File: src/rtl/pipe_hazard_ctrl.sv
// Hazard control for a five-stage in-order pipeline: operand forwarding,
// load-use interlock, branch flush and data-memory wait, plus a stall counter.
module pipe_hazard_ctrl (
  input  logic        clk_i,
  input  logic        reset_i,
  input  logic [4:0]  id_rs1_i,
  input  logic [4:0]  id_rs2_i,
  input  logic [4:0]  idex_rs1_i,
  input  logic [4:0]  idex_rs2_i,
  input  logic [4:0]  idex_rd_i,
  input  logic        idex_memread_i,
  input  logic        idex_regwrite_i,
  input  logic [4:0]  exmem_rd_i,
  input  logic        exmem_regwrite_i,
  input  logic [4:0]  memwb_rd_i,
  input  logic        memwb_regwrite_i,
  input  logic        pcBranch_i,
  input  logic        mem_req_i,
  input  logic        mem_ready_i,
  input  logic        cnt_clr_i,
  output logic [1:0]  fwdA_o,
  output logic [1:0]  fwdB_o,
  output logic        pc_en_o,
  output logic        ifid_en_o,
  output logic        idex_en_o,
  output logic        exmem_en_o,
  output logic        memwb_en_o,
  output logic        flush_id_o,
  output logic        flush_ex_o,
  output logic [15:0] stall_cnt_o
);

  typedef enum logic [1:0] {
    RUN      = 2'd0,
    MEM_WAIT = 2'd1,
    FLUSH    = 2'd2
  } state_t;

  state_t state_q, state_d;
  logic   memstall;
  logic   loaduse;
  logic [15:0] stall_cnt_q;

  // EX/MEM holds the younger result, so it wins over MEM/WB; x0 is never forwarded.
  function automatic logic [1:0] fwd_sel(input logic [4:0] src);
    if (exmem_regwrite_i && (exmem_rd_i != 5'd0) && (exmem_rd_i == src))
      return 2'b10;
    else if (memwb_regwrite_i && (memwb_rd_i != 5'd0) && (memwb_rd_i == src))
      return 2'b01;
    else
      return 2'b00;
  endfunction

  assign fwdA_o = fwd_sel(idex_rs1_i);
  assign fwdB_o = fwd_sel(idex_rs2_i);

  assign memstall = mem_req_i & ~mem_ready_i;
  assign loaduse  = idex_memread_i & (idex_rd_i != 5'd0) &
                    ((idex_rd_i == id_rs1_i) | (idex_rd_i == id_rs2_i));

  always_ff @(posedge clk_i or posedge reset_i) begin
    if (reset_i) state_q <= RUN;
    else         state_q <= state_d;
  end

  // MEM_WAIT exits into RUN rules on the first ready cycle, so a branch there flushes.
  always_comb begin
    state_d = state_q;
    if (memstall) begin
      state_d = MEM_WAIT;
    end else begin
      unique case (state_q)
        RUN, MEM_WAIT: state_d = pcBranch_i ? FLUSH : RUN;
        FLUSH:         state_d = RUN;
        default:       state_d = RUN;
      endcase
    end
  end

  always_comb begin
    pc_en_o    = 1'b1;
    ifid_en_o  = 1'b1;
    idex_en_o  = 1'b1;
    exmem_en_o = 1'b1;
    memwb_en_o = 1'b1;
    flush_id_o = 1'b0;
    flush_ex_o = 1'b0;
    if (!reset_i) begin
      if (memstall) begin
        pc_en_o    = 1'b0;
        ifid_en_o  = 1'b0;
        idex_en_o  = 1'b0;
        exmem_en_o = 1'b0;
        memwb_en_o = 1'b0;
      end else if (state_q == FLUSH) begin
        flush_id_o = 1'b1;
      end else if (pcBranch_i) begin
        flush_id_o = 1'b1;
        flush_ex_o = 1'b1;
      end else if (loaduse) begin
        pc_en_o    = 1'b0;
        ifid_en_o  = 1'b0;
        flush_ex_o = 1'b1;
      end
    end
  end

  always_ff @(posedge clk_i or posedge reset_i) begin
    if (reset_i)
      stall_cnt_q <= 16'd0;
    else if (cnt_clr_i)
      stall_cnt_q <= 16'd0;
    else if (!pc_en_o && (stall_cnt_q != 16'hFFFF))
      stall_cnt_q <= stall_cnt_q + 16'd1;
  end

  assign stall_cnt_o = stall_cnt_q;

  logic unused_ok;
  assign unused_ok = idex_regwrite_i;

endmodule

File: config.mk
export PLATFORM = sky130hd
export DESIGN_NAME = pipe_hazard_ctrl
export DESIGN_NICKNAME = d
export VERILOG_FILES = /design/src/rtl/pipe_hazard_ctrl.sv
export SDC_FILE = /design/constraint.sdc
export NUM_CORES = 1
export LEC_CHECK = 0
export ABC_AREA = 1
export ABC_CLOCK_PERIOD_IN_PS = 5500
export CAP_MARGIN = 5
export CORE_MARGIN = 4
export CORE_UTILIZATION = 47
export DETAILED_ROUTE_END_ITERATION = 8
export PLACE_DENSITY = 0.88
export RECOVER_POWER = 25
export SLEW_MARGIN = 5
export SYNTH_ARGS = -nofsm -noshare
export SYNTH_HDL_FRONTEND = slang
export SYNTH_SLANG_ARGS = --single-unit
File: constraint.sdc
create_clock -name clk_i -period 5.5 [get_ports clk_i]
set_input_delay 1.1 -clock clk_i [delete_from_list [all_inputs] [get_ports clk_i]]
set_output_delay 1.1 -clock clk_i [all_outputs]
set_load 0.1 [all_outputs]
# Word-level counts from Yosys, hierarchy flattened
# Cells that the tools add are included.
totals:
  register_bits: 18
  inputBits: 45
  out_inout_bits: 27
  elab_cells: 56
op_classes:
  addsub: 1
  eq_ne: 9
  muxes: 25
  bitwise: 5
  n_reduce_logical: 14
ops:
  columns: ["cell", "count"]
  rows:
  - ["$mux 16", 2]
  - ["$eq 5x5->1", 6]
  - ["$mux 1", 18]
  - ["$add 16x1->16 const B", 1]
  - ["$ne 16x16->1 const B", 1]
  - ["$reduce_bool 5->1", 3]
  - ["$mux 2", 5]
  - ["$logic_and 1x1->1", 7]
  - ["$and 1x1->1", 3]
  - ["$eq 2x1->1 const B", 1]
  - ["$eq 2x2->1 const B", 1]
  - ["$logic_not 2->1", 1]
  - ["$reduce_bool 2->1", 1]
  - ["$reduce_or 2->1", 1]
  - ["$logic_not 1->1", 1]
  - ["$not 1->1", 1]
  - ["$or 1x1->1", 1]

# Depth between registers and ports, before layout
depth:
  ltp_word: 12
  ltp_mapped: 12
  ltp_nobuf: 11

# Least setup slack after synthesis
# No wires, ideal clock.
synth_timing:
  path_kind: "input-to-output"
  startpoint: "input exmem_rd_i[0]"
  endpoint: "output fwdA_o[0]"
  arrival_ns: 4.745
  required_ns: 4.400
  slack_ns: -0.345
  path_stages: 4
  path_buffers: 0
  path_cell_list: "xnor2_1 nand4_1 nor3_1 nor2_1"
synth_between:
  elab_chain_cells: 4
  word_cells_on_any_way: 5
  cone_classes: "eq/ne: 1; mux: 1; reduce/logical: 3"
synth_lines:
  columns: ["element", "line", "rtl"]
  rows:
  - ["start, declared", "13", "input logic [4:0] exmem_rd_i,"]
  - ["$reduce_bool 5->1", "46", "if (exmem_regwrite_i && (exmem_rd_i != 5'd0) && (exmem_rd_i == src))"]
  - ["$logic_and 1x1->1", "46", null]
  - ["$logic_and 1x1->1 *", "46", null]
  - ["$mux 2 *", "46", null]
  - ["end, declared", "21", "output logic [1:0] fwdA_o,"]
# Mark *: on every way between the ends. The rest lies on a longest branch, timed or not.

# Final worst setup path
layout_timing:
  startpoint: "input reset_i"
  endpoint: "output ifid_en_o"
layout_between:
  elab_chain_cells: 1
layout_lines:
  columns: ["element", "line", "rtl"]
  rows:
  - ["start, declared", "5", "input logic reset_i,"]
  - ["$mux 1", "88", "if (!reset_i) begin"]
  - ["end, declared", "24", "output logic ifid_en_o,"]
# No other way between the ends.

==> summary.md <==
| Metric | Value |
|---|---|
| Worst slew pin tran | 1.07 ns |
| Die width | roughly 70 um |
| Final Max Tran Viols | 0 |
| Largest family of logic cells by synthesized area | simple AND/OR/NAND/NOR gates |
| Number of distinct library cells after synthesis | 28 |
| Post-synthesis compound-gate area fraction | approximately 1.9% |
| Die ar. | between 0.004 and 0.005 mm2 |
| Cell mode on critical path | inv_1 |
| Max Fclk | about 0.21 GHz |
| Syn_area_per_cell | 7.00 um2 |
| Post-synthesis simple-gate area fraction | 42.5% |
| Mapped Area | 0.00178 mm2 |
| CTS Hold Bufs | 0 |
| CP required | approximately 4.4 ns |
| Final Critical Period | 4.70 ns |
| Initial DRC Count | between 100 and 150 |
| Area Growth Syn to Fin | 41.5% |
| First-pass GRT wire length | 7610 um |
| Buf/Inv on CP | 5 |
| Clk buf depth | 2 |
| Status | finished, final reports clean |
| Synthesis warning total | 0 |
| Synth Area in Adders | 0.703% |
| Max Cap Viol | 0 |
| CP Capture Type | output pin |
| Number of synthesized register bits | 18 |
| Hold Crit Class | reg2reg |
| Wirelength per Cell | around 13 um |
| Root Driver | clkbuf_8 |
| Chip height | approximately 70 um |
| RSZ-0062 raised after global routing | no |
| Drc violations | 0 |
| Mux cell area share after synthesis | 0% |
| Via density | about 5 |
| Post-CTS Setup Bufs | 0 |
| Clk sink count | 18 |
| Worst skew pair latency | roughly 0.26 ns |
| Delay-heaviest family, CP | buffers and inverters |
| Fillcell total | around 310 |
| Initial cell density of the core | between 40% and 50% |
| Critical path class | in2out |
| Final period util | a little under nine tenths |
| Initial antenna violation count | 0 |
| Hold Vio Cnt, Final | 0 |
| 1st-pass router iterations | 4 |
| Top-area cell type share of the netlist area | approximately 25% |
| Total grt overflow | 0 |
| TritonCTS Buffers | 3 |
| Diodes inserted | 0 |
| Buffers on Ports | 70 |
| Final #Nets | 367 |
| Total Neg Setup Slack | 0 ns |
| CP max FO | 20 |
| Core Box Area | between 0.003 and 0.004 mm2 |
| CTS tree | yes |
| Layout cell share with drive strength beyond 1 | 10.6% |
| Final Util | 68.8% |
| Total GRT Usage | roughly a fifth |
| Worst setup margin | a little over 0.8 ns |
| RePlAce Congestion | just over 0.9 |
| Clock slew at reported path FFs | around 0.070 ns |
| Post-Route WL | approximately 4700 um |
| Crit path cell chain | dlygate4sd3_1 > inv_1 > clkbuf_1 > nand2_1 > nand2_2 > inv_1 > buf_4 |
| Seq/Total Area, Yosys | 25.3% |
| CP arrival | 3.60 ns |
| Static leakage | between 0.001 and 0.0015 uW |
| Setup Viol. Count Final | 0 |
| Max stage delay on crit path | approximately 0.8 ns |
| DR vias | 1848 |
| Slew headroom | between 20% and 30% |
| Pre-CTS setup slack | about 0.89 ns |
| IO Count | slightly above 70 |
| Post-Synth XOR/XNOR Area | 17.2% |
| Dominant cells by area after synthesis | dfrtp_1 (25%), nand2_1 (12%), xor2_1 (9.8%), nand4_1 (8.4%), inv_1 (8.2%) |
| Syn_nets | 300 |
| Max IR drop VDD | 0.000129 V |
| Clock Skews | 0.00179 ns |
| Slowest CP cell | clkbuf_1 |
| Largest net degree at the start of global routing | 33 |
| Cell accounting for the most synthesized area | dfrtp_1 |
| CP startpoint kind | input pin |
| Cell Rows | 22 |
| H-tree lvl count | 1 |
| Hpwl dp | 3720 um |
| Number of global-route vias before repair | roughly 1700 |
| DRT antenna net count | 0 |
| CTS resizes | 0 |
| Pwr/cell area | between 100 and 150 mW/mm2 |
| Hold slack | 0.430 ns |
| Post-Synthesis Cells | between 200 and 300 |
layout make-up:
class	count	area, um2	share of cell area, %
clock buffers	4	55.1	2.19
flip-flops and latches	18	450	17.9
multi-input cells	187	1120	44.5
inverters	40	150	5.96
well taps	48	60.1	2.39
repair buffers	71	682	27.1
state kept, by name (all words and copies together), names as in the netlist:
signal,cells
state_q,2
stall_cnt_o,16
cell families (layout without fill, tap and decap cells):
logic type	after synthesis	after routing
flip-flops	18	18
AO/OA/AOI/OAI	6	6
XOR/XNOR	35	35
AND/OR/NAND/NOR	145	145
buffers and inverters	49	115
adder cells (fa/ha/maj)	1	1
where the power goes:
part           switching [uW]  internal (uW)  leakage, uW
logic                    66.7           48.7     0.000932
registers                1.38            134     0.000249
clock network            46.2           63.7    0.0000288
total                     114            246      0.00121
routing by layer:
metal / vias up / part of all wire [%] / global-route usage (%)
li1: 954 / - / -
met3: 9 / 4.0 / 2.61
met5: - / 0 / 0
met1: 832 / 42 / 23.2
met4: 0 / 1.6 / 4.34
met2: 53 / 52 / 34.0
cell usage after synthesis:
master    instances
nand2_1          57
inv_1            39
nand4_1          24
nor2_1           21
xor2_1           20
dfrtp_1          18
xnor2_1          15
nand3_1          14
nand3_2          10
nor3_1            9
buf_4             4
buf_2             3
o21ai_0           3
a21oi_1           2
nand2_2           2
buf_12            1
clkbuf_1          1
ha_1              1
inv_2             1
nand2_4           1
nand3b_1          1
nand4_4           1
nor2_2            1
nor3_2            1
nor3_4            1
nor3b_1           1
o41ai_1           1
or2_2             1
metrics by stage:
step	total power [uW]	cells	area, um2
floorplan	206	254	1790
detailed placement	254	364	2470
finish	361	368	2520
global route	375	368	2520
CTS	364	368	2520
global placement	252	364	2470
cell usage in the layout, fill, tap and decap left out, types with 7 or more instances in the layout:
master,count
dfrtp_1,18
nand2_1,57
nor3_1,7
nand3_1,14
xnor2_1,15
xor2_1,20
inv_1,39
nand3_2,10
clkdlybuf4s50_1,60
nand4_1,24
buf_4,9
nor2_1,21
worst paths after layout:
| check | slack [ns] | to | cells past startpoint | from |
|---|---|---|---|---|
| setup / recovery | 0.80 | ifid_en_o | 7 | reset_i |
| hold / removal | 0.43 | state_q[1] | 1 | state_q[1] |
| setup reg to reg | 3.47 | stall_cnt_o[3] | 7 | stall_cnt_o[0] |
| hold reg to reg | 0.43 | state_q[1] | 1 | state_q[1] |
| max in group asynchronous | 3.20 | stall_cnt_o[10] | 3 | reset_i |
| min in group asynchronous | 1.66 | stall_cnt_o[0] | 3 | reset_i |
Power figures use the tool's default switching activity.
